$ cat src/rtl/lksum_disp_pkg.sv
// Shared definitions for the linked-list summer display stage.
// Contents:
//   conv_state_t        - binary-to-BCD converter states
//   SEG_0..SEG_9        - active-low {g,f,e,d,c,b,a} digit patterns
//   SEG_DASH, SEG_BLANK - overflow dash and unlit digit patterns
//   OVF_LIMIT           - first value that no longer fits in 8 decimal digits
//   seg_decode()        - BCD nibble to segment pattern
package lksum_disp_pkg;

  typedef enum logic [1:0] {
    LOAD,
    SHIFT,
    COMMIT
  } conv_state_t;

  localparam logic [6:0] SEG_0     = 7'h40;
  localparam logic [6:0] SEG_1     = 7'h79;
  localparam logic [6:0] SEG_2     = 7'h24;
  localparam logic [6:0] SEG_3     = 7'h30;
  localparam logic [6:0] SEG_4     = 7'h19;
  localparam logic [6:0] SEG_5     = 7'h12;
  localparam logic [6:0] SEG_6     = 7'h02;
  localparam logic [6:0] SEG_7     = 7'h78;
  localparam logic [6:0] SEG_8     = 7'h00;
  localparam logic [6:0] SEG_9     = 7'h10;
  localparam logic [6:0] SEG_DASH  = 7'h3F;
  localparam logic [6:0] SEG_BLANK = 7'h7F;

  localparam logic [31:0] OVF_LIMIT = 32'd100_000_000;

  // Nibbles above 9 only arise from overflowed inputs, which are shown as
  // dashes anyway; they decode to blank.
  function automatic logic [6:0] seg_decode(input logic [3:0] nib);
    case (nib)
      4'd0:    return SEG_0;
      4'd1:    return SEG_1;
      4'd2:    return SEG_2;
      4'd3:    return SEG_3;
      4'd4:    return SEG_4;
      4'd5:    return SEG_5;
      4'd6:    return SEG_6;
      4'd7:    return SEG_7;
      4'd8:    return SEG_8;
      4'd9:    return SEG_9;
      default: return SEG_BLANK;
    endcase
  endfunction

endpackage

$ cat src/rtl/lksum_bin2bcd.sv
// Sequential double-dabble converter, free-running LOAD -> SHIFT x32 -> COMMIT.
// Ports:
//   clk    in   clock, rising edge
//   rst    in   synchronous active-high reset
//   bin    in   32-bit unsigned value, sampled only in LOAD
//   bcd    out  8-digit BCD result; final while commit is high
//   ovf    out  bin >= OVF_LIMIT for the value being converted
//   commit out  one-cycle pulse, bcd/ovf hold the finished conversion
module lksum_bin2bcd
  import lksum_disp_pkg::*;
(
  input  logic        clk,
  input  logic        rst,
  input  logic [31:0] bin,
  output logic [31:0] bcd,
  output logic        ovf,
  output logic        commit
);

  conv_state_t state, state_next;
  logic [31:0] shift_q;
  logic [4:0]  bit_cnt;
  logic [31:0] bcd_adj;

  // NOTE: state registers use non-blocking assignments so every flop samples
  // pre-edge values regardless of block ordering.
  always_ff @(posedge clk) begin
    if (rst) state <= LOAD;
    else     state <= state_next;
  end

  // NOTE: every output of this block gets a default first, so no path can
  // leave a signal unassigned and infer a latch.
  always_comb begin
    state_next = state;
    commit     = 1'b0;
    case (state)
      LOAD:    state_next = SHIFT;
      SHIFT:   if (bit_cnt == 5'd31) state_next = COMMIT;
      COMMIT: begin
        state_next = LOAD;
        commit     = 1'b1;
      end
      default: state_next = LOAD;
    endcase
  end

  // Add-3 correction applied to every nibble before each shift.
  always_comb begin
    bcd_adj = bcd;
    for (int i = 0; i < 8; i++) begin
      if (bcd[4*i +: 4] >= 4'd5) bcd_adj[4*i +: 4] = bcd[4*i +: 4] + 4'd3;
    end
  end

  // NOTE: the datapath is reset as well; it is a handful of flops, and a
  // known value keeps an aborted conversion from leaking into the next one.
  always_ff @(posedge clk) begin
    if (rst) begin
      shift_q <= '0;
      bcd     <= '0;
      ovf     <= 1'b0;
      bit_cnt <= '0;
    end else begin
      case (state)
        LOAD: begin
          shift_q <= bin;
          bcd     <= '0;
          ovf     <= (bin >= OVF_LIMIT);
          bit_cnt <= '0;
        end
        SHIFT: begin
          {bcd, shift_q} <= {bcd_adj, shift_q} << 1;
          bit_cnt        <= bit_cnt + 5'd1;
        end
        default: ;
      endcase
    end
  end

endmodule

$ cat src/rtl/lksum_segdisp.sv
// 8-digit multiplexed seven-segment display of the summer result.
// Ports:
//   clk   in   board clock, rising edge
//   rst   in   synchronous active-high reset
//   value in   32-bit unsigned sum, may change any cycle
//   valid in   summation complete; lights the decimal point on digit 0
//   an    out  digit anodes, active-low one-hot, an[0] = rightmost
//   seg   out  segments {g,f,e,d,c,b,a}, active-low
//   dp    out  decimal point, active-low
module lksum_segdisp
  import lksum_disp_pkg::*;
#(
  parameter int SCAN_BITS = 17
) (
  input  logic        clk,
  input  logic        rst,
  input  logic [31:0] value,
  input  logic        valid,
  output logic [7:0]  an,
  output logic [6:0]  seg,
  output logic        dp
);

  logic [SCAN_BITS+2:0] scan_cnt;
  logic [2:0]           digit;
  logic [31:0]          conv_bcd;
  logic                 conv_ovf;
  logic                 commit;
  logic [31:0]          disp_bcd;
  logic                 disp_ovf;
  logic [31:0]          upper;
  logic [6:0]           seg_next;

  lksum_bin2bcd u_bin2bcd (
    .clk    (clk),
    .rst    (rst),
    .bin    (value),
    .bcd    (conv_bcd),
    .ovf    (conv_ovf),
    .commit (commit)
  );

  assign digit = scan_cnt[SCAN_BITS+2 -: 3];

  // Nibbles from the lit digit upward; all zero means a leading zero.
  always_comb begin
    upper = disp_bcd >> {digit, 2'b00};
    if (disp_ovf)                            seg_next = SEG_DASH;
    else if (digit != 3'd0 && upper == '0)   seg_next = SEG_BLANK;
    else                                     seg_next = seg_decode(upper[3:0]);
  end

  always_ff @(posedge clk) begin
    if (rst) begin
      scan_cnt <= '0;
      disp_bcd <= '0;
      disp_ovf <= 1'b0;
      an       <= 8'hFF;
      seg      <= SEG_BLANK;
      dp       <= 1'b1;
    end else begin
      scan_cnt <= scan_cnt + 1'b1;
      if (commit) begin
        disp_bcd <= conv_bcd;
        disp_ovf <= conv_ovf;
      end
      an  <= ~(8'd1 << digit);
      seg <= seg_next;
      dp  <= !(digit == 3'd0 && valid);
    end
  end

endmodule

$ cat config.mk
export PLATFORM = sky130hd
export DESIGN_NAME = lksum_segdisp
export DESIGN_NICKNAME = d
export VERILOG_FILES = /design/src/rtl/lksum_disp_pkg.sv /design/src/rtl/lksum_bin2bcd.sv /design/src/rtl/lksum_segdisp.sv
export SDC_FILE = /design/constraint.sdc
export NUM_CORES = 1
export LEC_CHECK = 0
export CAP_MARGIN = 20
export CORE_UTILIZATION = 55
export DETAILED_ROUTE_END_ITERATION = 10
export GPL_ROUTABILITY_DRIVEN = 0
export HOLD_SLACK_MARGIN = 0.15
export PLACE_DENSITY = 0.83
export RECOVER_POWER = 50
export SYNTH_ARGS = -nofsm -noshare
export SYNTH_HDL_FRONTEND = slang
export SYNTH_SLANG_ARGS = --single-unit
$ cat constraint.sdc
create_clock -name clk -period 2.75 [get_ports clk]
set_input_delay 0.275 -clock clk [delete_from_list [all_inputs] [get_ports clk]]
set_output_delay 0.275 -clock clk [all_outputs]
set_load 0.02 [all_outputs]
==> results of run 1 <==
per-stage QoR:
stage | hold WS [ns] | instance area [um2]
3_5_place_dp | 0.464 | 7250
5_1_grt | 0.389 | 7950
6_report | 0.364 | 7950
2_1_floorplan | 0.347 | 6670
4_1_cts | 0.324 | 7960
3_3_place_gp | 0.461 | 7250
worst max-delay path, cell delays in order, from the launching register on:
cell and delay, ns:
dfxtp_1 0.63, mux4_2 0.57, mux2i_1 0.23, inv_1 0.10, ha_1 0.22, mux2_1 0.28, a21oi_1 0.20, o221ai_2 0.11
logic make-up after synthesis:
group / Yosys count / share of synthesized area [%]
and+or+nand+nor: 320 / 21.4
AOI/OAI and AO/OA: 173 / 14.8
DFF: 141 / 42.3
buffers and inverters: 76 / 4.52
muxes: 48 / 8.55
xor gates and xnor gates: 31 / 4.07
adders and majority gates: 23 / 4.31
per-layer routing:
| metal | vias to the layer above | global-route usage [%] | wire [um] |
|---|---|---|---|
| li1 | 2857 | - | - |
| met1 | 2684 | 30.1 | 6430 |
| met2 | 172 | 37.5 | 6550 |
| met3 | 32 | 5.62 | 707 |
| met4 | 0 | 9.87 | 321 |
| met5 | - | 0 | 0 |
worst max-delay path by stage:
stage | endpoint | slack (ns) | depth (start not counted)
after floorplan | seg[6] | 0.39 | 10
after global placement | seg[1] | 0.21 | 7
after detailed placement | seg[1] | 0.13 | 7
after CTS | seg[1] | 0.07 | 7
after global routing | u_bin2bcd.bcd[19] | 0.09 | 4
final | seg[6] | 0.26 | 7
repair_timing:
item | in CTS | in global routing
endpoints found under the setup margin | 0 | 7
hold buffers | 0 | 0
resized for setup | 0 | 3
cell usage after synthesis (6+ instances only):
cell | instances | share of area (%)
clkbuf_1 | 35 | 2.0
nor2_1 | 128 | 7.2
mux4_2 | 6 | 2.0
nand2b_1 | 11 | 1.0
nand3_1 | 25 | 1.9
inv_1 | 23 | 1.3
nor3b_1 | 8 | 0.90
o21ai_0 | 29 | 2.2
nor4_1 | 8 | 0.75
nand2_1 | 95 | 5.3
buf_1 | 8 | 0.45
dfxtp_1 | 141 | 42
ha_1 | 23 | 4.3
nor2b_1 | 8 | 0.75
a22oi_1 | 20 | 2.3
mux2i_1 | 39 | 5.9
o211ai_1 | 9 | 1.0
nor3_1 | 18 | 1.4
a21oi_1 | 100 | 7.5
xnor2_1 | 17 | 2.2
buf_2 | 7 | 0.53
xor2_1 | 14 | 1.8
registers in the layout, indices dropped and copies added, names as in the netlist:
| signal | count |
|---|---|
| an | 8 |
| disp_bcd | 32 |
| disp_ovf | 1 |
| dp | 1 |
| scan_cnt | 20 |
| seg | 7 |
| u_bin2bcd.bcd | 32 |
| u_bin2bcd.bit_cnt | 5 |
| u_bin2bcd.ovf | 1 |
| u_bin2bcd.shift_q | 32 |
| u_bin2bcd.state | 2 |
cell type report:
class | instances | area, um2
Multi-Input combinational cell | 595 | 3560
Clock inverter | 10 | 231
Fill cell | 920 | 3670
Tap cell | 143 | 179
Timing Repair Buffer | 64 | 587
Clock buffer | 22 | 474
Sequential cell | 141 | 2820
Inverter | 25 | 93.8
where the power goes:
| part | internal, mW | total [mW] | switching (mW) |
|---|---|---|---|
| logic | 0.113 | 0.234 | 0.122 |
| registers | 2.09 | 2.11 | 0.0269 |
| clock network | 1.87 | 2.72 | 0.852 |
==> metrics.txt, run 1 <==
outcome finished with violations; violated checks design-rule violations, max-capacitance violations; asr flop ratio synth 0%; Routed Antenna Nets 0; Critical Path Source Type flop; ys flop type dfxtp_1; CTS tree yes; post-synthesis cell area 0.00667 mm2; number of flops mapped to enable cells by yosys 0; row count 39; worst vdd ir approximately 0.52 mV; DR iter-0 viols around 340; Critical Path Source scan_cnt[17]; drt first pass iters 8; non-filler instance count after layout 1000; Hold Path Sink dp; Power Dens Cells about 640 mW/mm2; die height 112 um; Post-Syn Area per Cell just over 8 um2; Nets approximately 900; crit path max fanout 10; PortBufs 50; DRC viols 4; hold crit path type in -> reg; Clock Sinks ~140; Max-slew headroom less than 1%; worst-skew pair later-pin latency approximately 0.43 ns; final hold viol count 0; reg2reg path depth 7; hold path cells 2; commonest non-fill, non-tap cell in the layout dfxtp_1; Hold Startpoint valid; initial antenna violation count 0; # H-tree levels 4; # setup viols final 0; initial core utilization 57.4%; diode count 0; RR Endpoint seg[6]; Reg-to-Reg Start scan_cnt[17]; Area Overhead vs Synth 19.2%; Tot GR Track Use a little under a quarter; Synth Register Bits around 140; Die ar. around 0.013 mm2; WP data required 3.03 ns; commonest non-fill, non-tap cells in the layout dfxtp_1 (140), nor2_1 (128), a21oi_1 (100), nand2_1 (95), clkdlybuf4s50_1 (47); DRT Wirelength 14.0 mm; Final Max Slew Viols 0; Crit. End Element flop; fin crit period around 2.5 ns; share of the core filled with cells between 60% and 70%; grt total ovfl 0; Post-Synthesis Cells between 800 and 900; Overall Power 5.07 mW; post-synthesis sequential area ratio around 42%; cts bufs inserted 17; kind of critical path reg -> reg; r2r setup slk around 0.26 ns; Root Buffer clkbuf_16; layout cells sized above 1 6.65%; clk_skew roughly 0.011 ns; clock transition at the registers of the reported paths approximately 0.060 ns; via count between 5000 and 6000; max cap viols 1; core area roughly 0.012 mm2; YS warnings 0; die width roughly 110 um; post-CTS setup buffer count 0; Worst Tran Pin Value between 1 and 1.5 ns; largest net degree at the start of global routing slightly below 60; vias per inst ~5.7; clock buffer depth 2; dpl cells a little under 1000; PnR worst setup slack 0.257 ns; Arr. time, crit path 2.77 ns; Leak Pwr slightly below 3 nW; Final Cycle Share between 90% and 100%; post-synthesis cell type count between 40 and 50; Post-Place Worst Slack 0.125 ns; vias in the first global route between 5000 and 6000; max frequency approximately 400 MHz; Setup TNS 0 ns; I/O Pins 51; unrepaired setup endpoints after global routing no; Post-DP HPWL around 8.9 mm; first-pass GRT wire length approximately 24 mm; routed len/inst roughly 14 um; Syn Nets 870
(Power assumes the default switching activity.)
==> inputs of run 2 (changes only) <==
SLEW_MARGIN = 20   (was not set)
==> results of run 2 <==
Final layout, timing and power as in run 1 (identical DEF).
